[src/rtl/nand_deser8.sv]
// 8-bit MSB-first serial-to-parallel deserializer mapped onto NAND/NOT logic
// feeding plain positive-edge flops; reset is folded into every D input.
module nand_deser8 (
   input  logic       C,
   input  logic       R,
   input  logic       SYNC,
   input  logic       S_VALID,
   input  logic       S_IN,
   output logic [7:0] P_OUT,
   output logic       P_VALID,
   output logic       BUSY
);

   function automatic logic nand2(input logic a, input logic b);
      return ~(a & b);
   endfunction

   function automatic logic nand3(input logic a, input logic b, input logic c);
      return ~(a & b & c);
   endfunction

   function automatic logic inv(input logic a);
      return nand2(a, a);
   endfunction

   function automatic logic and2(input logic a, input logic b);
      return inv(nand2(a, b));
   endfunction

   function automatic logic or2(input logic a, input logic b);
      return nand2(inv(a), inv(b));
   endfunction

   function automatic logic or3(input logic a, input logic b, input logic c);
      return nand3(inv(a), inv(b), inv(c));
   endfunction

   function automatic logic xor2(input logic a, input logic b);
      logic n;
      n = nand2(a, b);
      return nand2(nand2(a, n), nand2(b, n));
   endfunction

   function automatic logic mux2(input logic s, input logic a1, input logic a0);
      return nand2(nand2(s, a1), nand2(inv(s), a0));
   endfunction

   logic [6:0] sr, sr_d;
   logic [2:0] cnt, cnt_d, cnt_inc;
   logic [7:0] pout_d, byte_full;
   logic       pvalid_d;
   logic       r_n, sync_n, adv, restart, hold, is7, complete, shift, load0;

   always_comb begin
      r_n      = inv(R);
      sync_n   = inv(SYNC);
      adv      = and2(S_VALID, sync_n);
      restart  = and2(SYNC, S_VALID);
      hold     = and2(sync_n, inv(S_VALID));
      is7      = inv(nand3(cnt[0], cnt[1], cnt[2]));
      complete = and2(adv, is7);
      shift    = and2(adv, inv(is7));
      load0    = or2(shift, restart);

      // Ripple incrementer; 7 rolls to 0, which is only selected on completion.
      cnt_inc[0] = inv(cnt[0]);
      cnt_inc[1] = xor2(cnt[1], cnt[0]);
      cnt_inc[2] = xor2(cnt[2], and2(cnt[1], cnt[0]));

      byte_full = {sr, S_IN};
      sr_d      = '0;
      cnt_d     = '0;
      pout_d    = '0;

      // Any case not selected (completion, bare SYNC, reset) clears SR and CNT.
      sr_d[0] = and2(r_n, or2(and2(load0, S_IN), and2(hold, sr[0])));
      for (int unsigned i = 1; i < 7; i++)
         sr_d[i] = and2(r_n, or2(and2(shift, sr[i-1]), and2(hold, sr[i])));

      cnt_d[0] = and2(r_n, or3(and2(adv, cnt_inc[0]), and2(hold, cnt[0]), restart));
      for (int unsigned i = 1; i < 3; i++)
         cnt_d[i] = and2(r_n, or2(and2(adv, cnt_inc[i]), and2(hold, cnt[i])));

      for (int unsigned i = 0; i < 8; i++)
         pout_d[i] = and2(r_n, mux2(complete, byte_full[i], P_OUT[i]));

      pvalid_d = and2(r_n, complete);
   end

   always_ff @(posedge C) begin
      sr      <= sr_d;
      cnt     <= cnt_d;
      P_OUT   <= pout_d;
      P_VALID <= pvalid_d;
   end

   assign BUSY = or3(cnt[0], cnt[1], cnt[2]);

endmodule
[config.mk]
export PLATFORM = sky130hd
export DESIGN_NAME = nand_deser8
export DESIGN_NICKNAME = d
export VERILOG_FILES = /design/src/rtl/nand_deser8.sv
export SDC_FILE = /design/constraint.sdc
export NUM_CORES = 1
export LEC_CHECK = 0
export CORE_MARGIN = 2
export CORE_UTILIZATION = 40
export CTS_CLUSTER_DIAMETER = 60
export DETAILED_ROUTE_END_ITERATION = 10
export PLACE_DENSITY = 0.65
export SYNTH_ARGS = -nofsm -noshare
export SYNTH_HDL_FRONTEND = slang
export SYNTH_SLANG_ARGS = --single-unit
[constraint.sdc]
create_clock -name C -period 2.47 [get_ports C]
set_clock_uncertainty 0.05 [all_clocks]
set_input_delay 0.247 -clock C [delete_from_list [all_inputs] [get_ports C]]
set_output_delay 0.247 -clock C [all_outputs]
set_load 0.005 [all_outputs]
# Word level (Yosys, flattened, before mapping)
# Index checks and enable logic that the tools add are counted.
classes:
  div: 0
  mux: 0
  eq_ne: 0
  add_sub_neg: 0
  n_reduce_logical: 0
  shifts: 0
  multipliers: 0
  n_bitwise: 163
  magnitude_cmp: 0
ops:
  columns: ["op", "n"]
  rows:
  - ["1-bit bitwise AND", 90]
  - ["1-bit NOT", 73]
word_totals:
  out_inout_bits: 10
  word_cells: 167
  register_bits: 19
  romBits: 0
  latchBits: 0
  mem_bits_rw: 0
  input_bits: 5
  mem_count: 0

# Depth between registers and ports, before layout
depth:
  depth_word: 12
  mapped_depth: 6
  mapped_depth_nobuf: 5

# Worst setup path before layout
# OpenSTA, ideal clock, no wires.
synth_timing:
  path_type: "flip-flop to flip-flop"
  start: "reg cnt[0]"
  end: "reg P_OUT[0]"
  path_buffers: 1
  path_slack_ns: 1.185
  t_required_ns: 2.302
  t_arrival_ns: 1.117
  path_stages_with_launch: 7
  setup_ns: 0.118
  period_less_slack_ns: 1.285
  cell_sequence: "dfxtp_1 -> ha_1 -> ha_1 -> and3b_1 -> buf_6 -> nand2_1 -> a21oi_2"
synth_via:
  elab_chain_cells: 9
  elab_cells_between_ends: 11
  classes_between: "bitwise: 11"
synth_lines:
  columns: ["item", "line", "text"]
  rows:
  - ["from (decl)", "49", "logic [2:0] cnt, cnt_d, cnt_inc;"]
  - ["from (signal assigned)", "92", "cnt <= cnt_d;"]
  - ["1-bit bitwise AND (*) (2 in series)", "19", "return ~(a & b & c);"]
  - ["1-bit bitwise AND (*)", "15", "return ~(a & b);"]
  - ["1-bit NOT", "15", null]
  - ["1-bit bitwise AND", "15", null]
  - ["1-bit NOT", "15", null]
  - ["1-bit bitwise AND (*)", "15", null]
  - ["1-bit NOT (*)", "15", null]
  - ["1-bit bitwise AND (*)", "15", null]
  - ["named net pout_d[0]", "50", "logic [7:0] pout_d, byte_full;"]
  - ["to (signal assigned)", "93", "P_OUT <= pout_d;"]
  - ["to (decl)", "9", "output logic [7:0] P_OUT,"]
# Mark *: on every way through the listed nets, which the timed path passes. The rest lies on a longest branch.

# Worst setup path in the final report
layout_timing:
  start: "reg cnt[0]"
  end: "out BUSY"
layout_via:
  elab_chain_cells: 4
layout_lines:
  columns: ["item", "line", "text"]
  rows:
  - ["1-bit NOT", "15", null]
  - ["1-bit bitwise AND (2 in series)", "19", null]
  - ["1-bit NOT", "19", null]
  - ["to (decl)", "11", "output logic BUSY"]
# Every way passes these cells.

==> flow_metrics.env <==
export IMPL_status="complete, no violations"
export IMPL_n_fill_cell=183
export IMPL_maximum_number_of_pins_on_one_net_before_global_route_repair=17
export IMPL_layout_cells_most_common_list="dfxtp_1 (19), nand2_1 (15), clkdlybuf4s50_1 (14)"
export IMPL_cts_root_to_sink_buffers=2
export IMPL_worst_hold_slack_ns=0.422
export IMPL_worst_setup_path_end_kind="primary output"
export IMPL_initial_standard_cell_utilization_of_the_core=0.418
export IMPL_cts_buffers_inserted=3
export IMPL_routabilityCongestion=0.700
export IMPL_first_pass_grt_wire_length_um=2440
export IMPL_mappedNetlistNets=95
export IMPL_final_min_clock_period_ns=1.76
export IMPL_worst_slew_margin_rel=0.664
export IMPL_worstSetupPathType="register to primary output"
export IMPL_detailed_place_hpwl_um=982
export IMPL_timing_critical_path_required_ns=2.17
export IMPL_leakage_nw=0.354
export IMPL_grt_total_usage=0.131
export IMPL_synth_cell_types=23
export IMPL_r2r_end="P_OUT[3]"
export IMPL_holdCritPathClass="register to register"
export IMPL_fp_coreArea_um2=1940
export IMPL_postRouteWirelength_um=1350
export IMPL_report_final_slew_viol_count=0
export IMPL_io_buffer_count=14
export IMPL_dr_first_iter_drc_count=10
export IMPL_detailroute_via_count=580
export IMPL_timing_reg2reg_worst_path_depth=5
export IMPL_timing_hold_worst_start="sr[6]"
export IMPL_min_delay_worst_endpoint="P_OUT[7]"
export IMPL_first_global_vias=572
export IMPL_crit_path_top_delay_cell="clkdlybuf4s50_1"
export IMPL_timing_critical_path_arrival_ns=1.46
export IMPL_cts_resized=0
export IMPL_post_synth_inst_count=87
export IMPL_totalNegativeSetupSlack_ns=0
export IMPL_worst_reg2reg_setup_slack_ns=1.02
export IMPL_finalSetupViolations=0
export IMPL_postSynthAreaPerCell_um2=9.32
export IMPL_tritoncts_num_sinks=19
export IMPL_drv_max_cap_violation_count=0
export IMPL_sequential_fraction_of_the_synthesis_area=0.469
export IMPL_ys_warnings_count=0
export IMPL_floorplan_die_area_um2=2400
export IMPL_clock_fmax_mhz=568
export IMPL_ctsHtreeMaxLevel=1
export IMPL_final_standard_cell_utilization_of_the_core=0.507
export IMPL_chipWidth_um=49.0
export IMPL_antennaDiodeCount=0
export IMPL_crit_path_cells="inv_1, ha_1, nand2b_1, clkdlybuf4s50_1"
export IMPL_min_delay_path_depth=2
export IMPL_final_net_count=111
export IMPL_globalRouteOverflowTotal=0
export IMPL_top_level_ports=15
export IMPL_placementRows=16
export IMPL_antenna_violations_before_repair=0
export IMPL_timing_hold_violations_final=0
export IMPL_unrepaired_setup_endpoints_after_global_routing="no"
export IMPL_clock_tree_root_cell="clkbuf_4"
export IMPL_postCtsSetupRepairBufs=0
export IMPL_route_antenna_remaining_nets=0
export IMPL_clk_pin_slew_worst_paths_ns=0.11
export IMPL_total_area_of_multi_input_combinational_cells_um2=388
export IMPL_cts_hold_buf=0
export IMPL_clkLatencyLatePin_ns=0.29
export IMPL_detail_route_drc_violations=0
export IMPL_critPathMaxFanout=3
export IMPL_synth_cell_area_um2=811
export IMPL_startpoint_of_the_worst_slack_reg_to_reg_timing_path="cnt[1]"
export IMPL_cp_slowest_stage_delay_ns=0.50
export IMPL_die_h_um=49.0
export IMPL_critPathLaunch="cnt[0]"
export IMPL_flow_area_growth_from_synthesis_pct=21.5
export IMPL_timing_worst_slew_pin_value_ns=0.502
export IMPL_drt_pre_antenna_iters=4
export IMPL_postLayoutCellArea_um2=985
export IMPL_min_period_over_period=0.712
export IMPL_vias_per_cell=4.50
export IMPL_wl_per_cell_um=10.4
export IMPL_tritoncts_clock_tree="built"
export IMPL_final_common_cell="dfxtp_1"
export IMPL_synth_seq_cells=19
export IMPL_power_density_nw_per_um2=508
export IMPL_peakVddDrop_mv=0.270
export IMPL_register_area_um2=380
export IMPL_post_route_cells_drive_above_1_share=0.206
export IMPL_crit_path_start_kind="register"
export IMPL_placed_cell_area_um2=957
## metal layers
metal / routed length (um) / global-route usage / vias up
met1: 745 / 0.174 / 253
met4: 0 / 0.0714 / 0
met5: 0 / 0 / -
li1: - / - / 317
met3: 33 / 0.0276 / 0
met2: 566 / 0.196 / 10
## worst max path at each step
stage                     slack [ns]  depth (start not counted)  endpoint
after CTS                       0.69                          4      BUSY
after global routing            0.63                          4      BUSY
after detailed placement        0.64                          4  P_OUT[3]
after global placement          0.70                          4  P_OUT[6]
after floorplan                 1.19                          6  P_OUT[0]
final                           0.71                          4      BUSY
## worst max-delay path: cells and delay by family (launching register included)
kind	cells	cell delay [ns]
simple gates	1	0.07
flops	1	0.35
fa+ha+maj	1	0.19
buf+inv	2	0.56
## cell type report
| class | instances | area share |
|---|---|---|
| Inverter | 2 | 0.00762 |
| Sequential cell | 19 | 0.386 |
| Clock buffer | 3 | 0.0229 |
| Tap cell | 27 | 0.0343 |
| Multi-Input combinational cell | 62 | 0.394 |
| Timing Repair Buffer | 15 | 0.150 |
| Clock inverter | 1 | 0.00508 |
## synthesized netlist by cell type, drive strengths merged
library cell | instances | area [um2]
buf | 3 | 27.5
nand2 | 16 | 62.6
clkbuf | 1 | 7.51
nor2b | 2 | 12.5
or3 | 1 | 6.26
nand3b | 2 | 18.8
or2 | 1 | 6.26
mux2i | 2 | 20.0
inv | 2 | 7.51
ha | 3 | 37.5
nand2b | 3 | 18.8
and3b | 1 | 8.76
nor3b | 1 | 7.51
nor2 | 9 | 33.8
o21ai | 1 | 5.00
and2b | 4 | 35.0
a21oi | 15 | 109
a31oi | 1 | 6.26
dfxtp | 19 | 380
## per-stage QoR
| stage | cells | worst slack, ns | power, mW |
|---|---|---|---|
| after floorplan | 87 | 1.19 | 0.338 |
| after global placement | 125 | 0.698 | 0.351 |
| after detailed placement | 125 | 0.645 | 0.351 |
| after CTS | 129 | 0.694 | 0.507 |
| after global routing | 129 | 0.628 | 0.526 |
| final | 129 | 0.711 | 0.500 |
## sequential cells by signal, indices dropped and copies added (netlist names)
| signal | flops |
|---|---|
| cnt | 3 |
| P_OUT | 8 |
| sr | 7 |
| P_VALID | 1 |
## power by group
part / switching (mW) / internal (mW)
combinational: 0.0166 / 0.0161
sequential: 0.00189 / 0.309
clock: 0.0966 / 0.0602
## logic make-up (layout without fill, tap and decap cells)
logic type / Yosys count / count (layout) / share of synthesized area
buf+inv: 6 / 21 / 0.0525
compound gates: 17 / 17 / 0.148
flops: 19 / 19 / 0.469
simple gates: 40 / 40 / 0.259
mux: 2 / 2 / 0.0247
fa+ha+maj: 3 / 3 / 0.0463
Note: power is estimated with default switching activity, not from simulation.
